## src/rtl/hilo_mul_ctrl.sv

```systemverilog
// hilo_mul_ctrl: issues mult/multu to the external multiplier, owns HI/LO, serves MTHI/MTLO.
// Latency: op accepted at T, start strobe at T+1, HI/LO and done one cycle after the result handshake.
// Backpressure: stall holds the pipeline while an op is outstanding; results are taken only in WAIT/DRAIN.
// Optional feature macro: HILO_ACC_EN adds op_acc and madd/msub accumulation into {HI,LO}.
module hilo_mul_ctrl #(
  parameter int unsigned DRAIN_MAX = 4,
  parameter logic [31:0] HILO_RST  = 32'h0
) (
  input  logic        clk,
  input  logic        rst,
  input  logic        op_valid,
  input  logic        op_signed,
  input  logic [31:0] op_a,
  input  logic [31:0] op_b,
`ifdef HILO_ACC_EN
  input  logic [1:0]  op_acc,
`endif
  input  logic        flush,
  output logic        mul_valid,
  output logic        mul_issign,
  output logic [31:0] mul_a,
  output logic [31:0] mul_b,
  input  logic        mul_res_valid,
  output logic        mul_res_ready,
  input  logic [63:0] mul_result,
  input  logic        mthi_we,
  input  logic        mtlo_we,
  input  logic [31:0] mt_data,
  output logic [31:0] hi_o,
  output logic [31:0] lo_o,
  output logic        stall,
  output logic        done
);

  // Drain counter only needs to reach DRAIN_MAX-1.
  localparam int unsigned CW = (DRAIN_MAX > 1) ? $clog2(DRAIN_MAX) : 1;
  localparam logic [CW-1:0] DRAIN_LAST = CW'(DRAIN_MAX - 1);

  typedef enum logic [1:0] {
    S_IDLE  = 2'd0,
    S_REQ   = 2'd1,
    S_WAIT  = 2'd2,
    S_DRAIN = 2'd3
  } state_e;

  state_e        state_q, state_d;
  logic [CW-1:0] drain_cnt_q, drain_cnt_d;
  logic [31:0]   opa_q, opa_d;
  logic [31:0]   opb_q, opb_d;
  logic          sgn_q, sgn_d;
  logic [31:0]   hi_q, hi_d;
  logic [31:0]   lo_q, lo_d;
  logic          done_q, done_d;
  logic [63:0]   res_hilo;
`ifdef HILO_ACC_EN
  logic [1:0]    acc_q, acc_d;
`endif

  logic op_accept;   // new op taken this cycle
  logic res_commit;  // product handshake that must land in HI/LO
  logic drain_exit;  // DRAIN finished (stale result absorbed or timed out)
  logic mt_en;       // MTHI/MTLO may write this cycle

  assign op_accept  = (state_q == S_IDLE) & op_valid & ~flush;
  assign res_commit = (state_q == S_WAIT) & mul_res_valid & ~flush;
  assign drain_exit = (state_q == S_DRAIN) & (mul_res_valid | (drain_cnt_q == DRAIN_LAST));
  assign mt_en      = (state_q == S_IDLE) & ~op_accept;

  // State register; reset returns to IDLE immediately, abandoning any op.
  always_ff @(posedge clk) begin
    if (rst) begin
      state_q <= S_IDLE;
    end else begin
      state_q <= state_d;
    end
  end

  // Next-state logic; a flush while the op is live always routes through DRAIN.
  always_comb begin
    state_d = state_q;
    case (state_q)
      S_IDLE: begin
        if (op_accept) begin
          state_d = S_REQ;
        end
      end
      S_REQ: begin
        state_d = flush ? S_DRAIN : S_WAIT;
      end
      S_WAIT: begin
        if (flush) begin
          state_d = S_DRAIN;
        end else if (mul_res_valid) begin
          state_d = S_IDLE;
        end
      end
      S_DRAIN: begin
        if (drain_exit) begin
          state_d = S_IDLE;
        end
      end
      default: state_d = S_IDLE;
    endcase
  end

  // State-decoded outputs: start strobe, result ready and pipeline stall.
  always_comb begin
    mul_valid     = 1'b0;
    mul_res_ready = 1'b0;
    stall         = 1'b0;
    case (state_q)
      S_IDLE: begin
        stall = op_valid & ~flush;
      end
      S_REQ: begin
        mul_valid = 1'b1;
        stall     = 1'b1;
      end
      S_WAIT: begin
        mul_res_ready = 1'b1;
        stall         = 1'b1;
      end
      S_DRAIN: begin
        mul_res_ready = 1'b1;
        stall         = op_valid;
      end
      default: begin
        mul_valid     = 1'b0;
        mul_res_ready = 1'b0;
        stall         = 1'b0;
      end
    endcase
  end

  // DRAIN cycle counter, cleared whenever we are outside DRAIN.
  always_comb begin
    drain_cnt_d = '0;
    if (state_q == S_DRAIN && !drain_exit) begin
      drain_cnt_d = drain_cnt_q + 1'b1;
    end
  end

  // Operand capture on accept; held unchanged until the next accepted op.
  always_comb begin
    opa_d = opa_q;
    opb_d = opb_q;
    sgn_d = sgn_q;
`ifdef HILO_ACC_EN
    acc_d = acc_q;
`endif
    if (op_accept) begin
      opa_d = op_a;
      opb_d = op_b;
      sgn_d = op_signed;
`ifdef HILO_ACC_EN
      acc_d = op_acc;
`endif
    end
  end

  // Value written to {HI,LO} when a product commits (overwrite or accumulate).
  always_comb begin
    res_hilo = mul_result;
`ifdef HILO_ACC_EN
    case (acc_q)
      2'b01:   res_hilo = {hi_q, lo_q} + mul_result;
      2'b10:   res_hilo = {hi_q, lo_q} - mul_result;
      default: res_hilo = mul_result;
    endcase
`endif
  end

  // HI/LO next value: product commit in WAIT, otherwise MTHI/MTLO when idle and not accepting.
  always_comb begin
    hi_d   = hi_q;
    lo_d   = lo_q;
    done_d = res_commit;
    if (res_commit) begin
      hi_d = res_hilo[63:32];
      lo_d = res_hilo[31:0];
    end else if (mt_en) begin
      if (mthi_we) begin
        hi_d = mt_data;
      end
      if (mtlo_we) begin
        lo_d = mt_data;
      end
    end
  end

  // Datapath registers.
  always_ff @(posedge clk) begin
    if (rst) begin
      drain_cnt_q <= '0;
      opa_q       <= '0;
      opb_q       <= '0;
      sgn_q       <= 1'b0;
      hi_q        <= HILO_RST;
      lo_q        <= HILO_RST;
      done_q      <= 1'b0;
`ifdef HILO_ACC_EN
      acc_q       <= 2'b00;
`endif
    end else begin
      drain_cnt_q <= drain_cnt_d;
      opa_q       <= opa_d;
      opb_q       <= opb_d;
      sgn_q       <= sgn_d;
      hi_q        <= hi_d;
      lo_q        <= lo_d;
      done_q      <= done_d;
`ifdef HILO_ACC_EN
      acc_q       <= acc_d;
`endif
    end
  end

  assign mul_a      = opa_q;
  assign mul_b      = opb_q;
  assign mul_issign = sgn_q;
  assign hi_o       = hi_q;
  assign lo_o       = lo_q;
  assign done       = done_q;

endmodule

```

## config.mk

```make
export PLATFORM = sky130hd
export DESIGN_NAME = hilo_mul_ctrl
export DESIGN_NICKNAME = d
export VERILOG_FILES = /design/src/rtl/hilo_mul_ctrl.sv
export SDC_FILE = /design/constraint.sdc
export NUM_CORES = 1
export LEC_CHECK = 0
export ABC_AREA = 1
export CAP_MARGIN = 10
export CORE_MARGIN = 2
export CORE_UTILIZATION = 44
export DETAILED_ROUTE_END_ITERATION = 12
export PLACE_DENSITY_LB_ADDON = 0.25
export SLEW_MARGIN = 20
export SYNTH_ARGS = -nofsm -noshare
export SYNTH_HDL_FRONTEND = slang
export SYNTH_SLANG_ARGS = --single-unit
```

## constraint.sdc

```tcl
create_clock -name clk -period 5 [get_ports clk]
set_input_delay 1 -clock clk [delete_from_list [all_inputs] [get_ports clk]]
set_output_delay 1 -clock clk [all_outputs]
set_load 0.05 [all_outputs]
```

Word level (Yosys, flattened, before mapping)
Index checks and enable logic that the tools add are counted.

word-level totals
  bits in registers = 134
  output and inout bits = 133

operators by class
  bitwise gates (word level) = 11
  eq/ne operators = 7
  reductions and logical operators = 12
  mux-type cells = 15
  add/sub/neg operators = 1

operators with widths
  operator             count
  $mux 32              6
  $mux 2               4
  $pmux 2 s4           1
  $and 1x1->1          7
  $eq 2x2->1 const B   3
  $reduce_bool 2->1    3
  $reduce_or 2->1      3
  $ne 2x2->1 const B   2
  $reduce_and 2->1     2
  $mux 1               3
  $ne 3x3->1 const B   1
  $not 1->1            3
  $pmux 1 s3           1
  $reduce_and 3->1     1
  $add 2x1->2 const B  1
  $eq 2x1->1 const B   1
  $logic_not 2->1      1
  $logic_and 1x1->1    1
  $logic_not 1->1      1
  $or 1x1->1           1

Longest topological paths before layout
  depth in word-level cells = 7
  mapped depth = 9
  depth with buffers taken out = 7

Worst setup path before layout
OpenSTA, ideal clock, no wires.

  path kind = input to output
  from = input op_valid
  to = output stall
  required time = 4.000 ns
  stages on the path = 2
  data arrival time = 2.138 ns
  slack = 1.862 ns
  path through = a21oi_1 -> o21ai_0

on the way
  word-level cells in the longest chain between the ends = 2

ends and longest elaborated chain
  item            RTL line  text
  from (decl)     11        input logic op_valid,
  $and 1x1->1     113       stall = op_valid & ~flush;
  $pmux 1 s3 (*)  111       case (state_q)
  to (decl)       31        output logic stall,

Every way passes the cells marked *; elsewhere a longest branch is shown, timed or not.

Final worst setup path
  from = input flush
  to = output stall

on the way
  word-level cells in the longest chain between the ends = 3

ends and longest elaborated chain
  item         RTL line  text
  from (decl)  18        input logic flush,
  $not 1->1    113
  $and 1x1->1  113
  $pmux 1 s3   111

No other way between the ends.

==> impl_metrics.env <==
export IMPL_drv_slew=0
export IMPL_max_vdd_ir_drop_mv=0.353
export IMPL_antenna_cells=0
export IMPL_hold_path_depth=1
export IMPL_synthCells=827
export IMPL_cts_made_buffers=17
export IMPL_period_needed_ns=3.46
export IMPL_worstPathRequired_ns=4.00
export IMPL_grtUsageTotal_pct=28.8
export IMPL_cts_sinks=134
export IMPL_synth_top_cell_area_share_pct=44.8
export IMPL_rr_worst_depth=8
export IMPL_endpoint_kind="output pin"
export IMPL_cp_max_fo=19
export IMPL_initial_core_util_pct=45.2
export IMPL_postLayoutCellArea_um2=9450
export IMPL_fmax_ghz=0.289
export IMPL_cts_max_level=4
export IMPL_layout_nets=1258
export IMPL_finClkSkew_ns=0.00680
export IMPL_wl_per_cell_um=16.6
export IMPL_cts_root_buf="clkbuf_16"
export IMPL_worstPathArrival_ns=2.46
export IMPL_grt_max_degree=73
export IMPL_area_delta_synth_final_pct=57.8
export IMPL_layout_drive_gt1_share_pct=5.19
export IMPL_grt_setup_unrepaired="no"
export IMPL_slew_headroom_pct=41.0
export IMPL_n_fill_cell=1101
export IMPL_clk_pin_slew_ns=0.05
export IMPL_grt_ovfl_total=0
export IMPL_ys_ff_latch=134
export IMPL_p_leak_nw=3.96
export IMPL_critPathKind="in -> out"
export IMPL_p_per_area_nw_per_um2=531
export IMPL_fp_coreArea_um2=13200
export IMPL_r2r_start="state_q[0]"
export IMPL_drc=0
export IMPL_hpwl_um=14300
export IMPL_vias_per_cell=5.23
export IMPL_dr_total_vias=6663
export IMPL_ys_warn_count=0
export IMPL_grt_pass1_vias=6493
export IMPL_placementRows=42
export IMPL_reg2reg_to="lo_o[21]"
export IMPL_fin_crit_sh_pct=69.2
export IMPL_post_route_util_pct=71.4
export IMPL_cts_hold_buffers=0
export IMPL_syn_nets=1000
export IMPL_rrSetupSlack_ns=2.13
export IMPL_hold_class="reg -> reg"
export IMPL_drt_iter0_markers=455
export IMPL_synthTopCellsByArea="dfxtp_1, nor2_1, nand2_1"
export IMPL_routabilityCongestion=0.891
export IMPL_io_buffers=300
export IMPL_die_x_um=121
export IMPL_avgSynthCellArea_um2=7.24
export IMPL_hold_violations=0
export IMPL_worst_pin_slew_ns=0.886
export IMPL_grt_pass1_wl_um=32800
export IMPL_drtAntennaViolNets=0
export IMPL_drt_wl_total_um=21100
export IMPL_die_area_um2=14600
export IMPL_ios=301
export IMPL_drv_cap=0
export IMPL_netlist_cell_type_count=22
export IMPL_finalPower_mw=5.02
export IMPL_synth_top_cell_by_area="dfxtp_1"
export IMPL_firstDrtPassIters=5
export IMPL_antenna_found_initial=0
export IMPL_post_cts_setup_buffer_count=0
export IMPL_yosysSeqAreaShare_pct=44.8
export IMPL_outcome="complete, no violations"
export IMPL_setup_tns_ns=0
export IMPL_die_y_um=121
export IMPL_cts_tree="built"
export IMPL_clk_latency_ns=0.41
export IMPL_hold_start="drain_cnt_q[0]"
export IMPL_cts_buffer_depth=2
export IMPL_crit_path_start_kind="primary input"
export IMPL_min_to="drain_cnt_q[0]"
export IMPL_cts_resized=0
export IMPL_place_area_um2=8880
export IMPL_syn_area_um2=5990
export IMPL_setup_viol=0
==> layout by cell type, fill, tap and decap left out <==
cell type	n
clkdlybuf4s50_1	298
nor2_1	197
nand2_1	168
dfxtp_1	134
nand4_1	64
o21ai_0	59
nand3_1	38
a21oi_1	36
nand3b_1	29
clkbuf_16	17
buf_4	10
o21ai_1	9
clkinv_2	8
inv_1	4
inv_2	4
ha_1	4
nand3_4	3
clkinv_4	3
nand2_4	2
clkinvlp_4	2
bufinv_16	2
or2_2	1
nor2_4	1
nand2_2	1
ha_2	1
clkbuf_1	1
buf_2	1
buf_12	1
==> per-layer routing <==
layer	GRT usage, %	wire [um]
met1	32.2	8200
met2	49.2	10100
met3	9.91	2140
met4	12.9	653
met5	0	0
==> layout make-up <==
class	instances	area, um^2	share of cell area [%]
multi-input cells	613	2860	30.3
well taps	176	220	2.33
flip-flops and latches	134	2680	28.4
repair buffers	310	3080	32.6
clock inverters	14	136	1.44
clock buffers	18	429	4.54
inverters	9	35.0	0.371
==> synth_stat cells <==
| master | n |
|---|---|
| a21oi_1 | 36 |
| buf_1 | 8 |
| buf_2 | 32 |
| buf_4 | 2 |
| buf_6 | 13 |
| clkbuf_1 | 16 |
| dfxtp_1 | 134 |
| ha_1 | 5 |
| inv_1 | 5 |
| inv_2 | 4 |
| nand2_1 | 168 |
| nand2_2 | 1 |
| nand2_4 | 2 |
| nand3_1 | 38 |
| nand3_4 | 3 |
| nand3b_1 | 29 |
| nand4_1 | 64 |
| nor2_1 | 197 |
| nor2_4 | 1 |
| o21ai_0 | 59 |
| o21ai_1 | 9 |
| or2_2 | 1 |
==> flip-flops by register name, summed over array words and instances (netlist names) <==
name	flops
lo_o	32
done	1
drain_cnt_q	2
mul_issign	1
state_q	2
hi_o	32
mul_b	32
mul_a	32
==> where the power goes <==
group	total (mW)	leakage, nW	switching (mW)	internal (mW)
logic	2.40	2.58	1.62	0.781
registers	1.43	1.10	0.121	1.31
clock network	1.19	0.279	0.466	0.728
==> worst max path at each step <==
stage	from	to	slack (ns)	depth (start not counted)
3_3_place_gp	flush	stall	1.58	7
3_5_place_dp	flush	stall	1.56	7
2_1_floorplan	op_valid	stall	1.86	2
5_1_grt	flush	stall	1.43	7
6_report	flush	stall	1.54	7
4_1_cts	flush	stall	1.55	7
==> metrics by stage <==
stage / hold slack [ns] / instances / setup WS (ns)
5_1_grt: 0.457 / 1274 / 1.43
2_1_floorplan: 0.398 / 827 / 1.86
6_report: 0.427 / 1274 / 1.54
4_1_cts: 0.437 / 1274 / 1.55
3_5_place_dp: 0.423 / 1242 / 1.56
3_3_place_gp: 0.408 / 1242 / 1.58
==> worst max-delay path, stage by stage <==
cell and delay [ns]:
clkdlybuf4s50_1 0.48, inv_2 0.32, nand2_4 0.14, nor2_4 0.12, inv_2 0.04, o21ai_0 0.16
buf_12 0.19
==> kinds of logic after synthesis <==
family / count (synthesis) / synth area share [%]
compound gates: 104 / 8.69
fa+ha+maj: 5 / 1.04
buf+inv: 80 / 7.44
flops: 134 / 44.8
simple gates: 504 / 38.0
(Power assumes the default switching activity.)
